## config.mk

```make
export PLATFORM = sky130hd
export DESIGN_NAME = bus_arbiter
export DESIGN_NICKNAME = d
export VERILOG_FILES = /design/src/rtl/bus_pkg.sv /design/src/rtl/bus_arbiter_arb_pick.sv /design/src/rtl/bus_arbiter.sv
export SDC_FILE = /design/constraint.sdc
export NUM_CORES = 1
export LEC_CHECK = 0
export ABC_CLOCK_PERIOD_IN_PS = 2850
export BUFFER_PORTS_ARGS = -buffer_cell sky130_fd_sc_hd__buf_2
export CAP_MARGIN = 0
export CORE_MARGIN = 2
export CORE_UTILIZATION = 34
export CTS_BUF_LIST = sky130_fd_sc_hd__clkbuf_8
export CTS_CLUSTER_DIAMETER = 100
export CTS_CLUSTER_SIZE = 20
export DETAILED_ROUTE_END_ITERATION = 12
export GPL_TIMING_DRIVEN = 0
export PLACE_DENSITY = 0.91
export SYNTH_ARGS = -nofsm -noshare
export SYNTH_HDL_FRONTEND = slang
export SYNTH_SLANG_ARGS = --single-unit
```

## constraint.sdc

```tcl
create_clock -name clk -period 2.85 [get_ports clk]
set_input_delay 0.285 -clock clk [delete_from_list [all_inputs] [get_ports clk]]
set_output_delay 0.285 -clock clk [all_outputs]
set_load 0.005 [all_outputs]
```

## src/rtl/bus_pkg.sv

```systemverilog
`default_nettype none
// ============================================================================
//  Module      : bus_pkg
//  Description : Shared types and widths for the two-master bus arbiter.
//                The request bundle, FSM state enum and a small helper that
//                maps a master index onto its ownership state.
//  Revision    : 1.0 - initial release
// ============================================================================
package bus_pkg;

    localparam int BUS_ADDR_W = 24;
    localparam int BUS_DATA_W = 16;

    // One master's request, bundled so the top can mux it as a unit.
    typedef struct packed {
        logic [BUS_ADDR_W-1:0] addr;
        logic                  re;
        logic                  we;
        logic [BUS_DATA_W-1:0] wdata;
        logic                  lock;
    } bus_req_t;

    typedef enum logic [1:0] {
        IDLE = 2'd0,
        OWN0 = 2'd1,
        OWN1 = 2'd2
    } arb_state_e;

    // Ownership state for master index idx (0 -> OWN0, 1 -> OWN1).
    function automatic arb_state_e own_state(input logic idx);
        return idx ? OWN1 : OWN0;
    endfunction

endpackage
`default_nettype wire

```

## src/rtl/bus_arbiter_arb_pick.sv

```systemverilog
`default_nettype none
// ============================================================================
//  Module      : arb_pick
//  Description : Combinational tie-break for two requesters. Returns a
//                one-hot winner. A lone requester always wins. On a tie the
//                macro BUS_ARB_ROUND_ROBIN_EN selects round-robin (the master
//                that did not win last time), otherwise master 0 wins.
//  Revision    : 1.0 - initial release
// ============================================================================
module arb_pick (
    input  logic [1:0] req_i,
    input  logic       last_i,
    output logic [1:0] win_o
);

`ifdef BUS_ARB_ROUND_ROBIN_EN
    // Tie goes to the master that did not win the previous completion.
    always_comb begin
        win_o = req_i;
        if (req_i == 2'b11) begin
            win_o = last_i ? 2'b01 : 2'b10;
        end
    end
`else
    // Previous winner is irrelevant with fixed priority.
    logic w_unused_last;
    assign w_unused_last = last_i;

    // Tie always goes to master 0.
    always_comb begin
        win_o = req_i;
        if (req_i == 2'b11) begin
            win_o = 2'b01;
        end
    end
`endif

endmodule
`default_nettype wire

```

## src/rtl/bus_arbiter.sv

```systemverilog
`default_nettype none
// ============================================================================
//  Module      : bus_arbiter
//  Description : Two-master arbiter for the 24-bit external memory bus.
//                Master 0 is the CPU memory controller, master 1 a DMA or
//                debug requester. Handles slave wait stretching, locked
//                back-to-back sequences (bounded by LOCK_MAX completions) and
//                per-master wait signalling. Tie-break policy is selected by
//                the macro BUS_ARB_ROUND_ROBIN_EN (undefined: fixed priority,
//                master 0 wins ties).
//  Revision    : 1.0 - initial release
// ============================================================================
module bus_arbiter
    import bus_pkg::*;
#(
    parameter int LOCK_MAX = 16
) (
    input  logic                  clk,
    input  logic                  rst,
    input  logic [BUS_ADDR_W-1:0] m0_addr_i,
    input  logic                  m0_re_i,
    input  logic                  m0_we_i,
    input  logic [BUS_DATA_W-1:0] m0_wdata_i,
    input  logic                  m0_lock_i,
    input  logic [BUS_ADDR_W-1:0] m1_addr_i,
    input  logic                  m1_re_i,
    input  logic                  m1_we_i,
    input  logic [BUS_DATA_W-1:0] m1_wdata_i,
    input  logic                  m1_lock_i,
    output logic [BUS_DATA_W-1:0] m0_rdata_o,
    output logic [BUS_DATA_W-1:0] m1_rdata_o,
    output logic                  m0_wait_o,
    output logic                  m1_wait_o,
    output logic [BUS_ADDR_W-1:0] bus_addr_o,
    output logic                  bus_re_o,
    output logic                  bus_we_o,
    output logic [BUS_DATA_W-1:0] bus_data_o,
    output logic                  bus_data_oe_o,
    input  logic [BUS_DATA_W-1:0] bus_data_i,
    input  logic                  bus_wait_i,
    output logic [1:0]            grant_o
);

    localparam logic [7:0] c_lock_max = 8'(LOCK_MAX);

    bus_req_t   w_m0_req;
    bus_req_t   w_m1_req;
    bus_req_t   w_drv;
    logic [1:0] w_req;
    logic [1:0] w_win;
    logic [1:0] w_sel;
    logic       w_idx;
    logic       w_comp;

    arb_state_e state_q;
    logic       last_q;
    logic [7:0] lock_cnt_q;
    logic [7:0] lock_cnt_d;
    logic [1:0] grant_q;

    assign w_m0_req = '{addr: m0_addr_i, re: m0_re_i, we: m0_we_i,
                        wdata: m0_wdata_i, lock: m0_lock_i};
    assign w_m1_req = '{addr: m1_addr_i, re: m1_re_i, we: m1_we_i,
                        wdata: m1_wdata_i, lock: m1_lock_i};

    assign w_req = {m1_re_i | m1_we_i, m0_re_i | m0_we_i};

    arb_pick u_arb_pick (
        .req_i  (w_req),
        .last_i (last_q),
        .win_o  (w_win)
    );

    // Which master is on the bus this cycle; nothing is driven during reset
    // so the strobes fall as soon as rst rises.
    always_comb begin
        w_sel = 2'b00;
        if (!rst) begin
            case (state_q)
                IDLE:    w_sel = w_win;
                OWN0:    w_sel = {1'b0, w_req[0]};
                OWN1:    w_sel = {w_req[1], 1'b0};
                default: w_sel = 2'b00;
            endcase
        end
    end

    assign w_idx  = w_sel[1];
    assign w_comp = (|w_sel) & ~bus_wait_i;

    // Mux the selected master's request onto the shared bus (zero if none).
    always_comb begin
        w_drv = '0;
        if (w_sel[0]) begin
            w_drv = w_m0_req;
        end else if (w_sel[1]) begin
            w_drv = w_m1_req;
        end
    end

    // Counter value after one more completion, saturating at LOCK_MAX.
    assign lock_cnt_d = (lock_cnt_q >= c_lock_max) ? lock_cnt_q : lock_cnt_q + 8'd1;

    // Ownership FSM; lock_cnt_q counts completions of the current ownership,
    // including the one that opened it from IDLE.
    always_ff @(posedge clk or posedge rst) begin
        if (rst) begin
            state_q    <= IDLE;
            last_q     <= 1'b1;
            lock_cnt_q <= 8'd0;
            grant_q    <= 2'b00;
        end else begin
            case (state_q)
                IDLE: begin
                    if (|w_sel) begin
                        if (bus_wait_i) begin
                            state_q    <= own_state(w_idx);
                            grant_q    <= w_sel;
                            lock_cnt_q <= 8'd0;
                        end else begin
                            last_q <= w_idx;
                            if (w_drv.lock && (8'd1 < c_lock_max)) begin
                                state_q    <= own_state(w_idx);
                                grant_q    <= w_sel;
                                lock_cnt_q <= 8'd1;
                            end
                        end
                    end
                end
                OWN0, OWN1: begin
                    if (!(|w_sel)) begin
                        state_q    <= IDLE;
                        grant_q    <= 2'b00;
                        lock_cnt_q <= 8'd0;
                    end else if (w_comp) begin
                        last_q <= w_idx;
                        if (!w_drv.lock || (lock_cnt_d >= c_lock_max)) begin
                            state_q    <= IDLE;
                            grant_q    <= 2'b00;
                            lock_cnt_q <= 8'd0;
                        end else begin
                            lock_cnt_q <= lock_cnt_d;
                        end
                    end
                end
                default: begin
                    state_q    <= IDLE;
                    grant_q    <= 2'b00;
                    lock_cnt_q <= 8'd0;
                end
            endcase
        end
    end

    assign bus_addr_o    = w_drv.addr;
    assign bus_re_o      = w_drv.re;
    assign bus_we_o      = w_drv.we;
    assign bus_data_o    = w_drv.wdata;
    assign bus_data_oe_o = w_drv.we;

    assign m0_rdata_o = bus_data_i;
    assign m1_rdata_o = bus_data_i;

    assign m0_wait_o = w_req[0] & ~(w_sel[0] & ~bus_wait_i);
    assign m1_wait_o = w_req[1] & ~(w_sel[1] & ~bus_wait_i);

    assign grant_o = grant_q;

endmodule
`default_nettype wire

```

# After elaboration in Yosys (flattened, before gate mapping)
# Cells that the tools add are included.
[totals]
wordCells = 55
out_inout_bits = 79
inputBits = 105
ff_bits = 12
[op_classes]
n_eq_ne = 7
bitwise_logic = 10
n_addsub = 1
order_cmp = 2
n_mux = 25
reduce_logical = 7
[op_table]
columns = ["operator", "count"]
rows = [
  ["$mux W43", 2],
  ["$mux W8", 7],
  ["$mux W2", 12],
  ["$ge A8 B5 Y1 const B", 2],
  ["$pmux W8 S2", 1],
  ["$ne A3 B3 Y1 const B", 3],
  ["$add A8 B1 Y8 const B", 1],
  ["$pmux W2 S2", 2],
  ["$pmux W2 S3", 1],
  ["$and A1 B1 Y1", 5],
  ["$eq A2 B2 Y1 const B", 2],
  ["$reduce_and A4 Y1", 1],
  ["$reduce_or A2 Y1", 2],
  ["$not A1 Y1", 3],
  ["$reduce_and A3 Y1", 1],
  ["$eq A2 B1 Y1 const B", 1],
  ["$logic_not A2 Y1", 1],
  ["$ne A2 B2 Y1 const B", 1],
  ["$or A1 B1 Y1", 2],
  ["$logic_not A1 Y1", 1],
  ["$logic_or A1 B1 Y1", 1],
]

# Logic depth before layout (Yosys ltp)
# Gate-level depths: netlist of the first run.
[logic_depth]
ltp_word = 13
ltp_mapped = 10
mapped_depth_nobuf = 8

# Cells and area by module
# A second synthesis of the first run with hierarchy kept.
[unflattened]
hier_cells = 170
area_unflattened_um2 = 1465.2
[by_module_without_submodules]
columns = ["module", "seq_area_each_um2", "cells_each", "area_each_um2", "n_inst"]
rows = [
  ["bus_arbiter", 301.5, 168, 1455.1, 1],
  ["arb_pick", 0.0, 2, 10.0, 1],
]

# Worst setup path before layout of the first run
# Ideal clock, no wire load.
[synth_path]
kind = "register to register"
startpoint = "register state_q[1]"
endpoint = "register lock_cnt_q[0]"
t_arrival_ps = 2090
setup_time_ps = 121
setup_slack_ps = 639
path_stages_with_launch = 10
required_ps = 2729
period_less_slack_ps = 2211
path_buffers = 2
path_cell_list = "dfrtp_1 ha_1 or2_4 or3_1 buf_2 a211oi_1 a211o_2 buf_6 nor2_1 a22o_1"
[synth_via]
elab_chain_len = 11
word_cells_on_any_way = 20
classes_between = "eq/ne: 5; mux: 8; bitwise: 1; reduce/logical: 6"
[synth_rtl]
columns = ["element", "line", "rtl"]
rows = [
  ["from (decl)", "bus_arbiter.sv:55", "arb_state_e state_q;"],
  ["from (signal assigned)", "bus_arbiter.sv:117", "state_q <= own_state(w_idx);"],
  ["from (signal assigned)", "bus_arbiter.sv:123", "state_q <= own_state(w_idx);"],
  ["$eq A2 B2 Y1, or another cell as far along", "bus_arbiter.sv:79, bus_arbiter.sv:113", ""],
  ["$pmux W2 S3", "bus_arbiter.sv:79", "case (state_q)"],
  ["$mux W2", "bus_arbiter.sv:78", "if (!rst) begin"],
  ["$mux W43", "bus_arbiter.sv:96", "end else if (w_sel[1]) begin"],
  ["$mux W43", "bus_arbiter.sv:94", "if (w_sel[0]) begin"],
  ["$logic_not A1 Y1", "bus_arbiter.sv:137", "if (!w_drv.lock || (lock_cnt_d >= c_lock_max)) begin"],
  ["$logic_or A1 B1 Y1", "bus_arbiter.sv:137", ""],
  ["$mux W8", "bus_arbiter.sv:137", ""],
  ["$mux W8", "bus_arbiter.sv:135", "end else if (w_comp) begin"],
  ["$mux W8", "bus_arbiter.sv:131", "if (!(|w_sel)) begin"],
  ["$pmux W8 S2", "bus_arbiter.sv:113", "case (state_q)"],
  ["to (signal assigned)", "bus_arbiter.sv:142", "lock_cnt_q <= lock_cnt_d;"],
  ["to (decl)", "bus_arbiter.sv:57", "logic [7:0] lock_cnt_q;"],
]
# Several ways; a longest one is shown, not always the timed one. The select of a mux whose other input is x is not followed.
# A chain may end at the register's enable or synchronous reset.

# Worst setup path after layout of the first run
[layout_path]
startpoint = "register state_q[1]"
endpoint = "output bus_data_o[13]"
[layout_via]
elab_chain_len = 5
word_cells_on_any_way = 7
classes_between = "eq/ne: 2; mux: 4; reduce/logical: 1"
[layout_rtl]
columns = ["element", "line", "rtl"]
rows = [
  ["$eq A2 B2 Y1, or another cell as far along", "bus_arbiter.sv:79", ""],
  ["$pmux W2 S3 *", "bus_arbiter.sv:79", ""],
  ["$mux W2 *", "bus_arbiter.sv:78", ""],
  ["$mux W43", "bus_arbiter.sv:96", ""],
  ["$mux W43 *", "bus_arbiter.sv:94", ""],
  ["to (decl)", "bus_arbiter.sv:37", "output logic [BUS_DATA_W-1:0] bus_data_o,"],
]
# Mark *: on every way between the ends. The rest lies on a longest branch, timed or not.

==> results of run 1 <==
## area by class of cell
type / count / share of cell area
Timing Repair Buffer: 167 / 0.3333
Multi-Input combinational cell: 180 / 0.3708
Tap cell: 52 / 0.02595
Inverter: 7 / 0.01048
Buffer: 49 / 0.1307
Sequential cell: 11 / 0.1098
Clock buffer: 3 / 0.01647
Antenna cell: 1 / 0.0009980
Clock inverter: 1 / 0.001497
## registers in the layout, indices dropped and copies added (netlist names)
name and cells:
lock_cnt_q 8, grant_o 1, state_q 2
## per-layer routing
layer,global-route usage,routed length [um],part of all wire
met1,0.2749,2295,0.37
met2,0.3889,2970,0.48
met3,0.09845,856,0.14
met4,0.03983,44,0.0071
met5,0,13,0.0021
## critical path: cells and delay by family (launching register included)
family	cells	cell delay, ns
simple gates	4	0.65
fa+ha+maj	1	0.28
buf+inv	4	0.74
flops	1	0.40
## path summary, 6_finish.rpt
| check | slack, ns | to | cells after the start | from |
|---|---|---|---|---|
| worst min-delay path | 0.06 | grant_o[0] | 2 | rst |
| max in group asynchronous | 2.51 | lock_cnt_q[1] | 2 | rst |
| worst max-delay path | 0.24 | bus_data_o[13] | 9 | state_q[1] |
| worst min register to register | 0.49 | lock_cnt_q[4] | 1 | lock_cnt_q[4] |
| min in group clk | 0.49 | lock_cnt_q[4] | 1 | lock_cnt_q[4] |
| worst max register to register | 0.38 | state_q[1] | 8 | state_q[1] |
## where the power goes
| group | internal [mW] | total (mW) | switching, mW |
|---|---|---|---|
| Sequential | 0.182 | 0.203 | 0.0215 |
| Combinational | 0.367 | 0.811 | 0.444 |
| Clock | 0.0944 | 0.151 | 0.0565 |
| Total | 0.643 | 1.16 | 0.522 |
## cell usage in the layout (no fill, tap or decap), drive strengths merged, types with 4 or more instances in the layout
master  count
inv         8
clkbuf     12
nor2        6
nand2      90
ha          6
dfrtp      11
buf       207
and2        4
nand3      42
## cell families after synthesis
logic type | synth area share
simple gates | 0.4415
mux | 0.01937
buf+inv | 0.2260
fa+ha+maj | 0.04842
compound gates | 0.08717
flops | 0.1776
## through the flow
stage	utilization	hold WS, ns	cell area [sq um]	power, mW	cells
final	0.5719	0.05879	2507	1.165	471
after global routing	0.5713	0.1021	2505	1.283	470
after CTS	0.5693	0.06337	2496	1.174	470
after detailed placement	0.5591	0.3174	2451	1.014	466
after global placement	0.5591	0.3124	2451	0.9929	466
after floorplan	-	0.1374	1550	0.6948	247
==> reports/qor.yml, run 1 <==
dp_hpwl_mm: 5.381
outcome: "complete, no violations"
maxCapViolations: 0
cp_common_cell: "buf_2"
worst_ir_drop_vdd_mv: 0.3533
drt_iter0_drc: 67
cts_tree: "done"
area_delta_synth_final_pct: 61.74
final-setup-viol-count: 0
grt_overflow: 0
first_global_vias: 2068
regArea_sq_um: 275.3
vias_per_cell: 4.616
synth_cell_type_count: 35
synth_edf_count: 0
worst_path_max_delay_cell: "dfrtp_1"
die_x_um: 71.53
cts_setup_buffers: 0
hold_viol: 0
wire_per_inst_um: 13.12
slowest_delay_ns: 0.40
port_buffers: 167
numCtsBuffers: 3
grt_pass1_wl_mm: 9.459
fin_ws_ns: 0.2444
period_minus_slack_ns: 2.606
synth_area_sq_mm: 0.001550
powerDensity_mw_per_mm2: 464.6
drt_first_pass_iters: 4
rsz0062_at_grt: "no"
synth-seq-area-share: 0.1776
drtAntennaViolNets: 0
clockBufferDepth: 2
pin_count: 184
post_cts_resized: 0
worstPathArrival_ns: 2.32
critPathKind: "register to output port"
p_leak_nw: 1.621
finalMaxSlewViolations: 0
grt.total_usage: 0.2298
path_clk_slew_ns: 0.05
async_reset_ff_frac: 1.000
path_cells: "inv_1 > ha_1 > nor2_1 > or3_1 > buf_2 > clkbuf_1 > nand3_1 > nand2_1 > buf_2"
ys_top_cells_by_count: "nand2_1 (90), nand3_1 (42), buf_4 (35), dfrtp_1 (11), clkbuf_1 (9)"
core_area_sq_mm: 0.004384
num_vias: 2174
synth_area_leader_cell: "nand2_1"
ys_top_cells_by_area: "nand2_1 (22%), dfrtp_1 (18%), buf_4 (17%), nand3_1 (14%), ha_1 (4.8%)"
holdBufCountCts: 0
tightest_slew_ns: 0.6584
start_util: 0.3536
route.detailed.drc: 0
grt_start_max_net_pins: 12
pre_cts_slack_ns: 0.3400
fin_skew_ns: 0.001563
avgSynthCellArea_sq_um: 6.276
hp-class: "input pin to asynchronous set/reset pin"
slew_headroom: 0.5570
cts.sinks: 11
syn_nets: 358
final.setup.tns_ns: 0
multi_input_area_sq_um: 929.6
crit_path_start_kind: "register"
yosysMostFrequentCell: "nand2_1"
clock_latency_ns: 0.24
endpoint_kind: "output port"
syn-instance-count: 247
h-tree-depth: 1
worstPathRequired_ns: 2.57
antenna_found_initial: 1
die-area_sq_mm: 0.005116
place_congestion: 0.8517
num_rows: 24
finalWirelength_mm: 6.180
fin_crit_sh: 0.9142
fp.dieH_um: 71.53
root_buffer: "clkbuf_8"
ys_seq_elements: 11
ys.flop_type: "dfrtp_1"
clock.fmax_ghz: 0.3838
yosys_warnings: 0
final_nets: 530
synth_top_area_share: 0.2179
drive_above_1_share: 0.5191
nFillCells: 455
worst-path-max-fanout: 10
Power figures use the tool's default switching activity.
==> inputs of run 2 (changes only) <==
- HOLD_SLACK_MARGIN: not set -> 0.15
==> run 2 against run 1 <==
Against the previous run: worst setup slack lost 0.0030 ns; clock power about the same; worst hold slack better by 0.44 ns; non-clock buffer count grew 1; via count increased by 0.28%; combinational power about the same; final area increased by 0.40%; clock-buffer cell count stayed put; critical path type unchanged; critical endpoint unchanged; largest power group unchanged.
==> reports/qor.yml, run 2 (same netlist as run 1, synthesis figures left out) <==
rr_worst_depth: 8  # unchanged
timing.rr.start: "state_q[1]"  # unchanged
grt.met1_usage: 0.2749  # unchanged
reg2reg_slack_ns: 0.39  # was 0.38 ns
route.detailed.drc: 0  # unchanged
grt.total_usage: 0.2298  # unchanged
hold_start: "lock_cnt_q[4]"
crit_path_start_kind: "register"  # unchanged
grt_pass1_wl_mm: 9.459  # unchanged
use_met3: 0.09845  # unchanged
fp.dieH_um: 71.53  # unchanged
area_delta_synth_final_pct: 62.39  # was 61.74%
clock.fmax_ghz: 0.3833  # was 0.3838 GHz
drt_iter0_drc: 72  # was 67
finalMaxSlewViolations: 0  # unchanged
core_area_sq_mm: 0.004384  # unchanged
gr-usage-met2: 0.3889  # unchanged
powerDensity_mw_per_mm2: 462.8  # was 464.6 mW/mm^2
final_nets: 531  # was 530
worst_ir_drop_vdd_mv: 0.3531  # was 0.3533 mV
worst-path-max-fanout: 10  # unchanged
endpoint_kind: "output port"  # unchanged
regMostFlops: "lock_cnt_q"  # unchanged
whs_path_depth: 1
hold_end: "lock_cnt_q[4]"
worstPathArrival_ns: 2.32  # about the same
hp-class: "register to register"  # was input pin to asynchronous set/reset pin
busiest_layer: "met2"  # unchanged
clock_latency_ns: 0.24  # about the same
final_common_cell: "buf_2"  # unchanged
p_leak_nw: 1.626  # was 1.621 nW
die-area_sq_mm: 0.005116  # unchanged
final-setup-viol-count: 0  # unchanged
drt_first_pass_iters: 4  # unchanged
dpl.cell_count: 466  # unchanged
cts_tree: "done"  # unchanged
port_buffers: 167  # unchanged
instances_no_fill: 472  # was 471
first_global_vias: 2068  # unchanged
wire_per_inst_um: 13.10  # was 13.12 um
start_util: 0.3536  # unchanged
root_buffer: "clkbuf_8"  # unchanged
num_rows: 24  # unchanged
rsz0062_at_grt: "no"  # unchanged
rr_endpoint: "state_q[1]"  # unchanged
fin_crit_sh: 0.9153  # was 0.9142
fin_skew_ns: 0.001454  # was 0.001563 ns
grt_overflow: 0  # unchanged
die_x_um: 71.53  # unchanged
grt_start_max_net_pins: 12  # unchanged
pin_count: 184  # unchanged
num_vias: 2180  # was 2174
cts.sinks: 11  # unchanged
final.setup.tns_ns: 0  # unchanged
period_minus_slack_ns: 2.609  # was 2.606 ns
h-tree-depth: 1  # unchanged
place_congestion: 0.8517  # unchanged
finalWirelength_mm: 6.181  # was 6.180 mm
drtAntennaViolNets: 0  # unchanged
worstPathRequired_ns: 2.57  # about the same
vias_per_cell: 4.619  # was 4.616
drive_above_1_share: 0.5179  # was 0.5191
slew_headroom: 0.5590  # was 0.5570
layout_common_cells: "buf_2 (168), nand2_1 (90), nand3_1 (42)"  # unchanged
largest_reg_flops: 8  # unchanged
numCtsBuffers: 3  # unchanged
maxCapViolations: 0  # unchanged
clockBufferDepth: 2  # unchanged
critPathKind: "register to output port"  # unchanged
tightest_slew_ns: 0.6555  # was 0.6584 ns
outcome: "complete, no violations"  # unchanged
hold_viol: 0  # unchanged
path_clk_slew_ns: 0.05  # about the same
dp_hpwl_mm: 5.381  # unchanged
antenna_found_initial: 1  # unchanged
==> run 2: cell types whose count changed in the layout (fill, tap and decap cells not counted) <==
cell | previous run | this run
dlygate4sd3_1 | 0 | 1
==> run 2: area by class of cell <==
class	count	area (sq um)
clock inverters	1	3.754
flip-flops and latches	11	275.3
multi-input cells	180	929.6
fillers	454	1867
clock buffers	3	41.29
plain buffers	49	327.8
inverters	7	26.28
diodes	1	2.502
well taps	52	65.06
repair buffers	168	845.8
==> run 2: how the worst max path moves through the flow <==
stage                from             end  slack (ns)  depth (start not counted)
2_1_floorplan  state_q[1]   lock_cnt_q[0]        0.64                          9
3_3_place_gp   state_q[1]   bus_addr_o[9]        0.38                          7
3_5_place_dp   state_q[1]  bus_addr_o[13]        0.34                          7
4_1_cts               rst  bus_addr_o[13]        0.05                          8
5_1_grt        state_q[1]  bus_data_o[13]        0.01                          9
6_report       state_q[1]  bus_data_o[13]        0.24                          9
==> run 2: per-layer routing <==
metal | vias up | wire length (um)
met3 | 6 | 854
li1 | 1131 | -
met4 | 2 | 46
met2 | 106 | 2983
met5 | - | 13
met1 | 935 | 2283
==> run 2: stage by stage <==
stage	power [mW]	instance area (sq um)	setup slack (ns)	util	hold WS, ns
global placement	0.9929	2451	0.3821	0.5591	0.3124
CTS	1.175	2506	0.05256	0.5716	0.4912
detailed placement	1.014	2451	0.3400	0.5591	0.3174
finish	1.165	2517	0.2414	0.5742	0.4941
global route	1.284	2515	0.01293	0.5736	0.4982
floorplan	0.6948	1550	0.6386	-	0.1374
==> run 2: repair_timing <==
item / CTS / global route
endpoints found under the setup margin: 0 / 40
hold buffers: 1 / 0
resized for setup: 0 / 7
hold endpoints to repair: 11 / 0
buffers inserted: 0 / 0
==> run 2: power by group <==
part           internal, mW  switching, mW
registers             0.182         0.0214
clock network        0.0944         0.0564
logic                 0.368          0.444
==> run 2: worst max-delay path: stages, from the launching register on <==
cell	delay [ns]
dfrtp_1	0.40
inv_1	0.10
ha_1	0.28
nor2_1	0.26
or3_1	0.14
buf_2	0.16
clkbuf_1	0.38
nand3_1	0.16
nand2_1	0.09
buf_2	0.11
==> inputs of run 3 (changes only) <==
- BUFFER_PORTS_ARGS: -buffer_cell sky130_fd_sc_hd__buf_2 -> not set
- CORE_AREA: not set -> 2 2 71 73
- CORE_MARGIN: 2 -> not set
- CORE_UTILIZATION: 34 -> not set
- DIE_AREA: not set -> 0 0 73 75
- DONT_BUFFER_PORTS: not set -> 1
- PLACE_DENSITY: 0.91 -> 0.56
==> run 3 against run 2 <==
Against the previous run: largest power group unchanged; worst setup slack worse by 0.035 ns; highest routed layer is now met4; fmax is 1.3% lower; via count is 26% lower; power is 17% lower; clock power hardly changed; worst hold slack worse by 0.088 ns; clock skew is 0.0013 ns higher; cell count is 35% lower; final area is 33% lower; register-to-register slack better by 0.02 ns; sequential share of layout area is 5.5 points higher; non-clock buffer count is 167 lower.
==> reports/qor.yml, run 3 (same netlist as run 1, synthesis figures left out) <==
path_cells: "inv_1 > ha_1 > nor3b_2 > o221a_2 > buf_4 > clkbuf_1 > nand3_1 > nand2_1"  # was inv_1 > ha_1 > nor2_1 > or3_1 > buf_2 > clkbuf_1 > nand3_1 > nand2_1 > buf_2
finalMaxSlewViolations: 0  # unchanged
route.detailed.drc: 0  # unchanged
outcome: "complete, no violations"  # unchanged
layout_common_cells: "nand2_1 (90), nand3_1 (42), buf_4 (35)"  # was buf_2 (168), nand2_1 (90), nand3_1 (42)
rsz0062_at_grt: "no"  # unchanged
clock.fmax_ghz: 0.3783  # was 0.3833 GHz
largest_reg_flops: 8  # unchanged
pre_cts_slack_ns: 0.3104  # was 0.3400 ns
fin_area_sq_mm: 0.001679  # was 0.002517 sq mm
worstPathRequired_ns: 2.57  # about the same
pin_count: 184  # unchanged
rr_worst_depth: 9  # was 8
placed_area_sq_mm: 0.001618  # was 0.002451 sq mm
place_congestion: 0.7545  # was 0.8517
rr_endpoint: "grant_o[0]"  # was state_q[1]
whs_path_depth: 3  # was 1
slowest_delay_ns: 0.41  # was 0.40 ns
grt.met1_usage: 0.1917  # was 0.2749
root_buffer: "clkbuf_8"  # unchanged
reg2reg_slack_ns: 0.41  # was 0.39 ns
slew_headroom: 0.5461  # was 0.5590
instances_no_fill: 306  # was 472
finalWirelength_mm: 5.040  # was 6.181 mm
final_nets: 364  # was 531
worst_path_max_delay_cell: "dfrtp_1"  # unchanged
num_rows: 25  # was 24
hp-class: "input pin to register"  # was register to register
regMostFlops: "lock_cnt_q"  # unchanged
fin_crit_sh: 0.9276  # was 0.9153
critPathKind: "register to output port"  # unchanged
grt_overflow: 0  # unchanged
endpoint_kind: "output port"  # unchanged
fin_ws_ns: 0.2064  # was 0.2414 ns
powerDensity_mw_per_mm2: 577.5  # was 462.8 mW/mm^2
port_buffers: 0  # was 167
cts_tree: "done"  # unchanged
final-setup-viol-count: 0  # unchanged
wire_per_inst_um: 16.47  # was 13.10 um
clockBufferDepth: 2  # unchanged
h-tree-depth: 1  # unchanged
n_antenna_cell: 0  # was 1
period_minus_slack_ns: 2.644  # was 2.609 ns
use_met3: 0.01606  # was 0.09845
grt_start_max_net_pins: 12  # unchanged
gr-usage-met2: 0.2693  # was 0.3889
drt_iter0_drc: 31  # was 72
worstSetupEndpoint: "bus_addr_o[20]"  # was bus_data_o[13]
timing.rr.start: "state_q[1]"  # unchanged
final_common_cell: "nand2_1"  # was buf_2
first_global_vias: 1353  # was 2068
drtAntennaViolNets: 0  # unchanged
grt_pass1_wl_mm: 6.499  # was 9.459 mm
antenna_found_initial: 0  # was 1
maxCapViolations: 0  # unchanged
grt.total_usage: 0.1504  # was 0.2298
num_vias: 1610  # was 2180
cts.sinks: 11  # unchanged
die-area_sq_mm: 0.005475  # was 0.005116 sq mm
drt_first_pass_iters: 4  # unchanged
area_delta_synth_final_pct: 8.313  # was 62.39%
fp.dieH_um: 75  # was 71.53 um
clock_latency_ns: 0.23  # was 0.24 ns
numCtsBuffers: 3  # unchanged
vias_per_cell: 5.261  # was 4.619
fin_skew_ns: 0.002795  # was 0.001454 ns
startpoint: "state_q[1]"  # unchanged
crit_path_start_kind: "register"  # unchanged
die_x_um: 73  # was 71.53 um
worst_ir_drop_vdd_mv: 0.4244  # was 0.3531 mV
start_util: 0.3326  # was 0.3536
path_clk_slew_ns: 0.05  # about the same
dpl.cell_count: 301  # was 466
drive_above_1_share: 0.1905  # was 0.5179
p_leak_nw: 0.9057  # was 1.626 nW
final.setup.tns_ns: 0  # unchanged
hold_viol: 0  # unchanged
tightest_slew_ns: 0.6746  # was 0.6555 ns
worstPathArrival_ns: 2.36  # was 2.32 ns
busiest_layer: "met2"  # unchanged
worst-path-max-fanout: 10  # unchanged
core_area_sq_mm: 0.004661  # was 0.004384 sq mm
dp_hpwl_mm: 4.289  # was 5.381 mm
## run 3: cell types whose count changed in the layout (fill, tap and decap cells not counted), sizes merged
cell,previous run,this run
inv,8,7
diode,1,0
buf,207,40
clkinv,0,1
## run 3: final cells by class
class	count	area, sq um
Buffer	49	324.1
Sequential cell	11	275.3
Multi-Input combinational cell	180	929.6
Inverter	7	26.28
Timing Repair Buffer	1	10.01
Clock buffer	3	41.29
Clock inverter	1	5.005
Fill cell	533	2982
Tap cell	54	67.56
## run 3: what timing repair did
item                       4_1_cts  5_1_grt
hold buffers                     1        0
setup buffers                    0        0
gates resized for setup          0        1
hold endpoints to repair        11        0
setup endpoints to repair        0       38
## run 3: layer usage
layer / routed length (um) / up-vias
li1: - / 790
met1: 1958 / 728
met2: 2705 / 90
met3: 356 / 2
met4: 19 / 0
met5: 0 / -
## run 3: per-stage QoR
step,total power [mW],hold WS (ns),utilization
floorplan,0.6948,0.1374,-
global placement,0.8230,0.1849,0.3471
detailed placement,0.8223,0.1815,0.3471
CTS,0.9798,0.4000,0.3592
global route,1.061,0.4246,0.3603
finish,0.9696,0.4057,0.3603
## run 3: worst min-delay path by stage
| stage | from | end | slack [ns] |
|---|---|---|---|
| 4_1_cts | m1_re_i | state_q[0] | 0.40 |
| 2_1_floorplan | rst | grant_o[0] | 0.14 |
| 5_1_grt | m1_re_i | state_q[0] | 0.42 |
| 3_5_place_dp | rst | state_q[1] | 0.18 |
| 6_report | m1_re_i | state_q[0] | 0.41 |
| 3_3_place_gp | rst | state_q[1] | 0.18 |
## run 3: report_power, final
part / internal (mW) / switching (mW) / total [mW]
registers: 0.182 / 0.0234 / 0.205
logic: 0.223 / 0.393 / 0.616
clock network: 0.0955 / 0.0533 / 0.149
## run 3: critical path, delay by kind of cell (launching register included)
kind,cells,cell delay (ns)
buffers and inverters,3,0.65
AND/OR/NAND/NOR,3,0.53
flip-flops,1,0.41
adder cells (fa/ha/maj),1,0.32
AO/OA/AOI/OAI,1,0.21
